<file path="src/rtl/ibis_mapper_pkg.sv">
// Shared types and constants for the ibis affine texture-address mapper.
package ibis_mapper_pkg;

   typedef enum logic [1:0] {
      MODE_STENCIL = 2'd0,
      MODE_WRAP    = 2'd1,
      MODE_CLAMP   = 2'd2
   } mode_t;

   // Bit positions inside the cfg_write strobe vector {MODE,TY,TX,D,C,B,A}
   localparam int unsigned CFG_A    = 0;
   localparam int unsigned CFG_B    = 1;
   localparam int unsigned CFG_C    = 2;
   localparam int unsigned CFG_D    = 3;
   localparam int unsigned CFG_TX   = 4;
   localparam int unsigned CFG_TY   = 5;
   localparam int unsigned CFG_MODE = 6;
   localparam int unsigned CFG_W    = 7;

   // Fixed-point 1.0 for a coefficient with frac_bits fractional bits
   function automatic int unsigned coef_one(input int unsigned frac_bits);
      return 32'd1 << frac_bits;
   endfunction

endpackage

</file>
<file path="src/rtl/ibis_mapper_resolve.sv">
// Per-axis resolve: in-tile test and field selection for stencil, wrap or clamp.
module ibis_mapper_resolve
   import ibis_mapper_pkg::*;
#(
   parameter int unsigned TILE_SIZE_POW2 = 5,
   parameter int unsigned SUM_W          = 24
) (
   input  logic signed [SUM_W-1:0]          w_i,
   input  mode_t                            mode_i,
   output logic        [TILE_SIZE_POW2-1:0] field_c_o,
   output logic                             inb_c_o
);

   logic neg;
   logic over;

   assign neg     = w_i[SUM_W-1];
   assign over    = ~neg & (|w_i[SUM_W-2:TILE_SIZE_POW2]);
   assign inb_c_o = ~neg & ~over;

   // Stencil and wrap both keep the low bits; only clamp saturates
   always_comb begin
      field_c_o = w_i[TILE_SIZE_POW2-1:0];
      if (mode_i == MODE_CLAMP) begin
         if (neg) begin
            field_c_o = '0;
         end else if (over) begin
            field_c_o = '1;
         end
      end
   end

endmodule

</file>
<file path="src/rtl/ibis_affine_mapper.sv">
// Four-stage affine mapper: (x,y) -> [A B;C D]*[x y] - [tx ty] resolved to a tile texel address.
module ibis_affine_mapper
   import ibis_mapper_pkg::*;
#(
   parameter int unsigned TILE_SIZE_POW2 = 5,
   parameter int unsigned WIDTH          = 10,
   parameter int unsigned COEF_WIDTH     = 12,
   parameter int unsigned FRAC_BITS      = 4
) (
   input  logic                           aclk,
   input  logic                           areset,
   input  logic [CFG_W-1:0]               cfg_write,
   input  logic signed [COEF_WIDTH-1:0]   cfg_a,
   input  logic signed [COEF_WIDTH-1:0]   cfg_b,
   input  logic signed [COEF_WIDTH-1:0]   cfg_c,
   input  logic signed [COEF_WIDTH-1:0]   cfg_d,
   input  logic [WIDTH-1:0]               cfg_tx,
   input  logic [WIDTH-1:0]               cfg_ty,
   input  logic [1:0]                     cfg_mode,
   input  logic                           cfg_commit,
   output logic                           cfg_busy,
   input  logic                           s_valid,
   output logic                           s_ready,
   input  logic [WIDTH-1:0]               s_x,
   input  logic [WIDTH-1:0]               s_y,
   output logic                           m_valid,
   input  logic                           m_ready,
   output logic [2*TILE_SIZE_POW2-1:0]    m_address,
   output logic                           m_stencil
);

   localparam int unsigned ADDR_W = 2 * TILE_SIZE_POW2;
   localparam int unsigned P_W    = COEF_WIDTH + WIDTH + 1;
   localparam int unsigned SUM_W  = P_W + 1;
   localparam logic signed [COEF_WIDTH-1:0] COEF_ONE = COEF_WIDTH'(coef_one(FRAC_BITS));

   typedef enum logic {ST_IDLE, ST_PENDING} busy_state_t;

   busy_state_t state_q, state_d;
   logic        load_active;

   logic signed [COEF_WIDTH-1:0] sh_a_q, sh_b_q, sh_c_q, sh_d_q;
   logic signed [COEF_WIDTH-1:0] act_a_q, act_b_q, act_c_q, act_d_q;
   logic [WIDTH-1:0]             sh_tx_q, sh_ty_q, act_tx_q, act_ty_q;
   mode_t                        sh_mode_q, act_mode_q;

   logic                     v1_q, v2_q, v3_q, v4_q;
   logic                     advance, accept, pipe_empty;
   logic [WIDTH-1:0]         x1_q, y1_q;
   logic signed [P_W-1:0]    x_ext, y_ext;
   logic signed [P_W-1:0]    p_ax_d, p_by_d, p_cx_d, p_dy_d;
   logic signed [P_W-1:0]    p_ax_q, p_by_q, p_cx_q, p_dy_q;
   logic signed [SUM_W-1:0]  tx_term, ty_term, u_sum, v_sum;
   logic signed [SUM_W-1:0]  u_w_d, v_w_d, u_w_q, v_w_q;
   logic [TILE_SIZE_POW2-1:0] field_u, field_v;
   logic                     inb_u, inb_v;
   logic [ADDR_W-1:0]        addr_d, addr_q;
   logic                     stencil_d, stencil_q;

   // Shadow configuration: written any cycle by individual strobes
   always_ff @(posedge aclk) begin
      if (areset) begin
         sh_a_q    <= COEF_ONE;
         sh_b_q    <= '0;
         sh_c_q    <= '0;
         sh_d_q    <= COEF_ONE;
         sh_tx_q   <= '0;
         sh_ty_q   <= '0;
         sh_mode_q <= MODE_STENCIL;
      end else begin
         if (cfg_write[CFG_A])    sh_a_q    <= cfg_a;
         if (cfg_write[CFG_B])    sh_b_q    <= cfg_b;
         if (cfg_write[CFG_C])    sh_c_q    <= cfg_c;
         if (cfg_write[CFG_D])    sh_d_q    <= cfg_d;
         if (cfg_write[CFG_TX])   sh_tx_q   <= cfg_tx;
         if (cfg_write[CFG_TY])   sh_ty_q   <= cfg_ty;
         if (cfg_write[CFG_MODE]) sh_mode_q <= mode_t'(cfg_mode);
      end
   end

   // Active configuration only changes while the pipeline is empty
   always_ff @(posedge aclk) begin
      if (areset) begin
         act_a_q    <= COEF_ONE;
         act_b_q    <= '0;
         act_c_q    <= '0;
         act_d_q    <= COEF_ONE;
         act_tx_q   <= '0;
         act_ty_q   <= '0;
         act_mode_q <= MODE_STENCIL;
      end else if (load_active) begin
         act_a_q    <= sh_a_q;
         act_b_q    <= sh_b_q;
         act_c_q    <= sh_c_q;
         act_d_q    <= sh_d_q;
         act_tx_q   <= sh_tx_q;
         act_ty_q   <= sh_ty_q;
         act_mode_q <= sh_mode_q;
      end
   end

   always_ff @(posedge aclk) begin
      if (areset) begin
         state_q <= ST_IDLE;
      end else begin
         state_q <= state_d;
      end
   end

   // Commit FSM: a repeated commit while pending is absorbed
   always_comb begin
      state_d     = state_q;
      load_active = 1'b0;
      case (state_q)
         ST_IDLE: begin
            if (cfg_commit) state_d = ST_PENDING;
         end
         ST_PENDING: begin
            if (pipe_empty) begin
               state_d     = ST_IDLE;
               load_active = 1'b1;
            end
         end
         default: state_d = ST_IDLE;
      endcase
   end

   assign cfg_busy   = (state_q == ST_PENDING);
   assign pipe_empty = ~(v1_q | v2_q | v3_q | v4_q);
   assign advance    = ~v4_q | m_ready;
   assign s_ready    = ~areset & ~cfg_busy & advance;
   assign accept     = s_valid & s_ready;

   assign x_ext  = P_W'($signed({1'b0, x1_q}));
   assign y_ext  = P_W'($signed({1'b0, y1_q}));
   assign p_ax_d = P_W'(act_a_q) * x_ext;
   assign p_by_d = P_W'(act_b_q) * y_ext;
   assign p_cx_d = P_W'(act_c_q) * x_ext;
   assign p_dy_d = P_W'(act_d_q) * y_ext;

   // Translation is integer texels, aligned to the coefficient binary point
   assign tx_term = SUM_W'({act_tx_q, {FRAC_BITS{1'b0}}});
   assign ty_term = SUM_W'({act_ty_q, {FRAC_BITS{1'b0}}});
   assign u_sum   = SUM_W'(p_ax_q) + SUM_W'(p_by_q) - tx_term;
   assign v_sum   = SUM_W'(p_cx_q) + SUM_W'(p_dy_q) - ty_term;
   assign u_w_d   = u_sum >>> FRAC_BITS;
   assign v_w_d   = v_sum >>> FRAC_BITS;

   ibis_mapper_resolve #(.TILE_SIZE_POW2(TILE_SIZE_POW2), .SUM_W(SUM_W)) u_resolve_u (
      .w_i       (u_w_q),
      .mode_i    (act_mode_q),
      .field_c_o (field_u),
      .inb_c_o   (inb_u)
   );

   ibis_mapper_resolve #(.TILE_SIZE_POW2(TILE_SIZE_POW2), .SUM_W(SUM_W)) u_resolve_v (
      .w_i       (v_w_q),
      .mode_i    (act_mode_q),
      .field_c_o (field_v),
      .inb_c_o   (inb_v)
   );

   assign addr_d    = {field_v, field_u};
   assign stencil_d = inb_u & inb_v;

   // Linear pipeline under a single global stall
   always_ff @(posedge aclk) begin
      if (areset) begin
         v1_q      <= 1'b0;
         v2_q      <= 1'b0;
         v3_q      <= 1'b0;
         v4_q      <= 1'b0;
         x1_q      <= '0;
         y1_q      <= '0;
         p_ax_q    <= '0;
         p_by_q    <= '0;
         p_cx_q    <= '0;
         p_dy_q    <= '0;
         u_w_q     <= '0;
         v_w_q     <= '0;
         addr_q    <= '0;
         stencil_q <= 1'b0;
      end else if (advance) begin
         v1_q      <= accept;
         x1_q      <= s_x;
         y1_q      <= s_y;
         v2_q      <= v1_q;
         p_ax_q    <= p_ax_d;
         p_by_q    <= p_by_d;
         p_cx_q    <= p_cx_d;
         p_dy_q    <= p_dy_d;
         v3_q      <= v2_q;
         u_w_q     <= u_w_d;
         v_w_q     <= v_w_d;
         v4_q      <= v3_q;
         addr_q    <= addr_d;
         stencil_q <= stencil_d;
      end
   end

   assign m_valid   = v4_q;
   assign m_address = addr_q;
   assign m_stencil = stencil_q;

endmodule

</file>
<file path="config.mk">
export PLATFORM = sky130hd
export DESIGN_NAME = ibis_affine_mapper
export DESIGN_NICKNAME = d
export VERILOG_FILES = /design/src/rtl/ibis_mapper_pkg.sv /design/src/rtl/ibis_mapper_resolve.sv /design/src/rtl/ibis_affine_mapper.sv
export SDC_FILE = /design/constraint.sdc
export NUM_CORES = 2
export LEC_CHECK = 0
export BUFFER_PORTS_ARGS = -buffer_cell sky130_fd_sc_hd__buf_2
export CORE_ASPECT_RATIO = 0.9
export CORE_MARGIN = 10
export CORE_UTILIZATION = 50
export DETAILED_ROUTE_END_ITERATION = 8
export PLACE_DENSITY_LB_ADDON = 0.05
export SYNTH_ARGS = -nofsm -noshare
export SYNTH_HDL_FRONTEND = slang
export SYNTH_SLANG_ARGS = --single-unit
export TNS_END_PERCENT = 5
</file>
<file path="constraint.sdc">
create_clock -name aclk -period 14.3 [get_ports aclk]
set_input_delay 1.43 -clock aclk [delete_from_list [all_inputs] [get_ports aclk]]
set_output_delay 1.43 -clock aclk [all_outputs]
set_load 0.01 [all_outputs]
</file>
# Word level (Yosys, flattened, before mapping)
# Index checks and enable logic that the tools add are counted.
# classes
muxes	11
n_reduce_logical	2
add_sub_neg	4
n_bitwise	19
multipliers	4
n_eq_ne	1
# op_table
op	count
$mul 12x11->23	4
$add 23x23->24	2
$sub 24x15->24	2
$reduce_or 18->1	2
$mux 5	6
$and 1x1->1	8
$not 1->1	7
$mux 1	4
$or 1x1->1	4
$eq 2x2->1 const B	1
$pmux 1 s2	1
# word_totals
input_bits	102
register_bits	308
output_inout_bits	14

# Longest topological paths before layout
# depth
depth_word	5
ltp_mapped	22

# Hierarchy
# A second synthesis with hierarchy kept.
# unflattened
hier_cells	4006
hier_area_um2	33535.9
# by_module_without_submodules
mod	seq_area_each_um2	instances	area_each_um2	cells_per_inst
ibis_affine_mapper	6165.9	1	33208.1	3954
ibis_mapper_resolve	0.0	2	163.9	26

# Worst setup path after synthesis
# OpenSTA, ideal clock, no wires.
# synth_timing
path_kind	reg2reg
startpoint	reg y1_q[2]
endpoint	reg p_by_q[22]
arrival_time_ns	5.482
setup_time_ns	0.133
t_required_ns	14.167
path_stages_with_launch	21
period_less_slack_ns	5.615
setup_slack_ns	8.685
path_cell_list	dfxtp_1 -> clkbuf_1 -> nand2_1 -> fa_1 -> inv_1 -> fa_1 -> fa_1 -> fa_1 -> inv_1 -> fa_1 -> inv_1 -> ha_1 -> and2_1 -> a221o_1 -> a21oi_1 -> o221ai_1 -> o31ai_1 -> o21ai_0 -> o311ai_2 -> a211o_1 -> a31oi_1
# synth_via
elab_chain_len	1
# synth_lines
item	line_no	source
start: declaration	ibis_affine_mapper.sv:49	logic [WIDTH-1:0] x1_q, y1_q;
start signal: assignment	ibis_affine_mapper.sv:186	y1_q <= s_y;
$mul 12x11->23	ibis_affine_mapper.sv:137	assign p_by_d = P_W'(act_b_q) * y_ext;
end signal: assignment	ibis_affine_mapper.sv:189	p_by_q <= p_by_d;
end: declaration	ibis_affine_mapper.sv:52	logic signed [P_W-1:0] p_ax_q, p_by_q, p_cx_q, p_dy_q;
# Every way passes these cells.
# A chain may end at the register's enable or synchronous reset.

# Worst setup path in the final report
# Ends and elaborated chain as after synthesis.

==> qor.json <==
{
  "run_status": {"value": "completed"},
  "final_cycle_utilization_of_the_critical_path": {"value": 0.456},
  "layout-area-overhead-vs-synth": {"value": 7.38, "unit": "%"},
  "final_util": {"value": 0.542},
  "global_route.usage.total": {"value": 0.202},
  "cts.sink_count": {"value": 308},
  "crit_path_max_incr_delay": {"value": 0.97, "unit": "ns"},
  "setup_crit_path_kind": {"value": "reg2reg"},
  "critPathCapture": {"value": "p_by_q[22]"},
  "gp_routability_congestion": {"value": 0.818},
  "synth_ff_type": {"value": "sky130_fd_sc_hd__dfxtp_1"},
  "cp_data_arrival_time": {"value": 6.92, "unit": "ns"},
  "grt_pass1_vias": {"value": 25000},
  "critical_path.startpoint_type": {"value": "register"},
  "critical_path.cell_chain": {"value": "nand2_1 -> fa_1 -> inv_1 -> fa_1 -> fa_1 -> fa_1 -> inv_1 -> fa_1 -> inv_1 -> ha_1 -> and2_1 -> a221o_1 -> a21oi_1 -> o221ai_1 -> o31ai_1 -> o21ai_0 -> o311ai_2 -> a211o_1 -> a31oi_1"},
  "detail_route.drc_violations": {"value": 0},
  "postCtsResizedCells": {"value": 0},
  "maximum_fanout_count_along_the_critical_path": {"value": 25},
  "worst_skew_pair.late_latency": {"value": 0.57, "unit": "ns"},
  "yosys_top_cell_by_area": {"value": "sky130_fd_sc_hd__fa_1"},
  "worstRegToRegCells": {"value": 19},
  "clockRootBuffer": {"value": "sky130_fd_sc_hd__clkbuf_16"},
  "min_period": {"value": 6.52, "unit": "ns"},
  "async_reset_ff_frac": {"value": 0},
  "post_synth_num_cell_types": {"value": 59},
  "postRouteWirelength": {"value": 76000, "unit": "um"},
  "antennaDiodeCount": {"value": 0},
  "avgViaCountPerCell": {"value": 5.03},
  "warnings_from_yosys": {"value": 0},
  "rsz0062_at_grt": {"value": "no"},
  "finalSetupViolations": {"value": 0},
  "netlist_instances": {"value": 3963},
  "cts-buffers-inserted": {"value": 39},
  "syn-num-nets": {"value": 4815},
  "post_cts_hold_buffer_count": {"value": 0},
  "max-vdd-ir-drop": {"value": 0.114, "unit": "mV"},
  "synth.area.top_cells": {"value": "sky130_fd_sc_hd__fa_1 (29%), sky130_fd_sc_hd__dfxtp_1 (19%), sky130_fd_sc_hd__ha_1 (11%)"},
  "timing.final.max_slew_violations": {"value": 0},
  "critical-path-top-cell-by-count": {"value": "sky130_fd_sc_hd__fa_1"},
  "number_of_register_bits_inferred_by_synthesis": {"value": 308},
  "boundaryPins": {"value": 116},
  "routed_wire_length_per_instance": {"value": 15.7, "unit": "um"},
  "synth_seq_area_share": {"value": 0.187},
  "synth_area": {"value": 0.0330, "unit": "sq mm"},
  "post_route_cells_drive_above_1_share": {"value": 0.0557},
  "maxCapViolations": {"value": 0},
  "via_count": {"value": 24400},
  "report.final.hold_viol_count": {"value": 0},
  "antenna_left": {"value": 0},
  "cellLeakagePower": {"value": 0.0178, "unit": "uW"},
  "tritoncts": {"value": "done"},
  "die_h": {"value": 264, "unit": "um"},
  "cts.htree.levels": {"value": 2},
  "largest_net_degree_at_the_start_of_global_routing": {"value": 173},
  "min-delay-path-class": {"value": "reg2reg"},
  "cp-startpoint": {"value": "y1_q[2]"},
  "worst_r2r_startpoint": {"value": "y1_q[2]"},
  "worst_clock_skew_on_the_final_layout": {"value": 0.0294, "unit": "ns"},
  "dieArea": {"value": 0.0768, "unit": "sq mm"},
  "core": {"value": 0.0655, "unit": "sq mm"},
  "worst_setup_hold_path_clk_slew": {"value": 0.06, "unit": "ns"},
  "power-per-cell-area": {"value": 75.2, "unit": "mW/mm^2"},
  "number_of_enable_type_register_cells_in_the_synthesized_netlist": {"value": 0},
  "drtPass1Iterations": {"value": 5},
  "portBuffers": {"value": 115},
  "detailedRoute.firstIterationViolations": {"value": 1202},
  "cts_setup_buffers": {"value": 0},
  "worst_slew_pin_slew": {"value": 1.17, "unit": "ns"},
  "slew_headroom": {"value": 0.217},
  "setup_tns": {"value": 0, "unit": "ns"},
  "timing.fmax": {"value": 0.153, "unit": "GHz"},
  "global_route.overflow_total": {"value": 0},
  "syn_area_per_cell": {"value": 8.34, "unit": "sq um"},
  "initial_antenna_violation_count": {"value": 1},
  "initial_core_util": {"value": 0.505},
  "end_kind": {"value": "register"},
  "floorplan.rows": {"value": 89},
  "global_route_wire_length_before_repair": {"value": 129000, "unit": "um"},
  "fp.dieW": {"value": 291, "unit": "um"},
  "hpwlAfterDp": {"value": 58300, "unit": "um"},
  "ff2ff_setup_slack": {"value": 7.78, "unit": "ns"},
  "net_count_final": {"value": 4810},
  "critical-path-slowest-cell": {"value": "sky130_fd_sc_hd__dfxtp_1"},
  "worst_ep_required_time": {"value": 14.71, "unit": "ns"},
  "cts_max_path_buffers": {"value": 3},
  "synth.top_cell.area_share": {"value": 0.286},
  "crit-reg2reg-capture": {"value": "p_by_q[22]"}
}
-- registers in the layout (all words and copies together), names as in the netlist, 12 cells and up --
name	cells
p_ax_q	23
p_by_q	23
p_cx_q	23
p_dy_q	23
u_w_q	20
v_w_q	20
act_a_q	12
act_b_q	12
act_c_q	12
act_d_q	12
sh_a_q	12
sh_b_q	12
sh_c_q	12
sh_d_q	12
-- metal layers --
layer / wire [um] / part of all wire / track usage
met1: 36000 / 0.47 / 0.277
met2: 36200 / 0.48 / 0.341
met3: 2880 / 0.038 / 0.0272
met4: 981 / 0.013 / 0.0341
met5: 0 / 0 / 0
-- area by class of cell --
cell class / count / area (sq um)
Clock inverter: 16 / 148
Sequential cell: 308 / 6170
Fill cell: 6384 / 30000
Clock buffer: 53 / 1120
Multi-Input combinational cell: 2613 / 23000
Tap cell: 864 / 1080
Timing Repair Buffer: 136 / 756
Inverter: 860 / 3230
-- worst max-delay path, delay by kind of cell (launching register included) --
family                     cells  cell delay (ns)
DFF                            1             0.97
adders and majority gates      6             2.85
AOI/OAI and AO/OA              8             1.98
and+or+nand+nor                2             0.43
buffers and inverters          3             0.15
-- worst min-delay path by stage --
| stage | cells after the start | end | start |
|---|---|---|---|
| floorplan | 2 | p_ax_q[21] | p_ax_q[21] |
| global placement | 2 | m_address[4] | m_address[4] |
| detailed placement | 2 | m_address[5] | m_address[5] |
| CTS | 2 | act_d_q[6] | sh_d_q[6] |
| global route | 2 | act_d_q[6] | sh_d_q[6] |
| finish | 2 | act_d_q[6] | sh_d_q[6] |
-- where the power goes --
part           leakage, uW  switching (uW)  total (uW)  internal, uW
registers          0.00252            76.3        1020           949
logic               0.0147             373         664           290
clock network     0.000621             409         980           571
-- through the flow --
stage          std cells  hold slack, ns  instance area, sq um  worst slack (ns)  total power (uW)
5_1_grt             4850           0.447                 35500              7.35              2840
3_5_place_dp        4781           0.441                 34200              7.83              1710
4_1_cts             4850           0.423                 35500              7.79              2700
3_3_place_gp        4781           0.436                 34200              7.96              1700
2_1_floorplan       3963           0.425                 33000              8.68              1530
6_report            4850           0.427                 35500              7.78              2670
-- placed cells by master (no fill, tap or decap), drive strengths merged, types with 6 or more instances in the layout --
cell    instances
and3            9
or3             6
o21a           14
nor2b          18
or2             8
clkinv          8
nand3          34
xor2           24
mux2i          72
inv           865
nor4            8
o21ai          66
a21oi         277
buf           136
nor2          140
and2          260
o31ai           7
o41ai           7
dfxtp         308
a21o           19
o21bai         22
nand2         644
nand3b         10
a211oi         20
nand2b         11
nor3           39
ha            278
fa            472
a31oi           6
xnor2          87
clkbuf         53
-- synthesized netlist by cell type (all sizes together) (5+ instances only) --
library cell,n
a211oi,20
a21o,19
a21oi,277
a31oi,6
a41oi,5
and2,260
and3,9
buf,11
clkbuf,171
dfxtp,308
fa,472
ha,278
inv,860
mux2i,72
nand2,644
nand2b,11
nand3,34
nand3b,10
nand4,5
nor2,140
nor2b,18
nor3,39
nor4,8
o211ai,5
o21a,14
o21ai,66
o21bai,22
o31a,5
o31ai,7
o41ai,7
or2,8
or3,6
or4,5
xnor2,87
xor2,24
-- cell families after synthesis --
group,Yosys count,synth area share
simple gates,1200,0.166
buf+inv,1042,0.118
fa+ha+maj,750,0.391
compound gates,480,0.0867
flops,308,0.187
xor+xnor,111,0.0294
mux,72,0.0218
No activity file was read; power rests on OpenSTA's default activity.
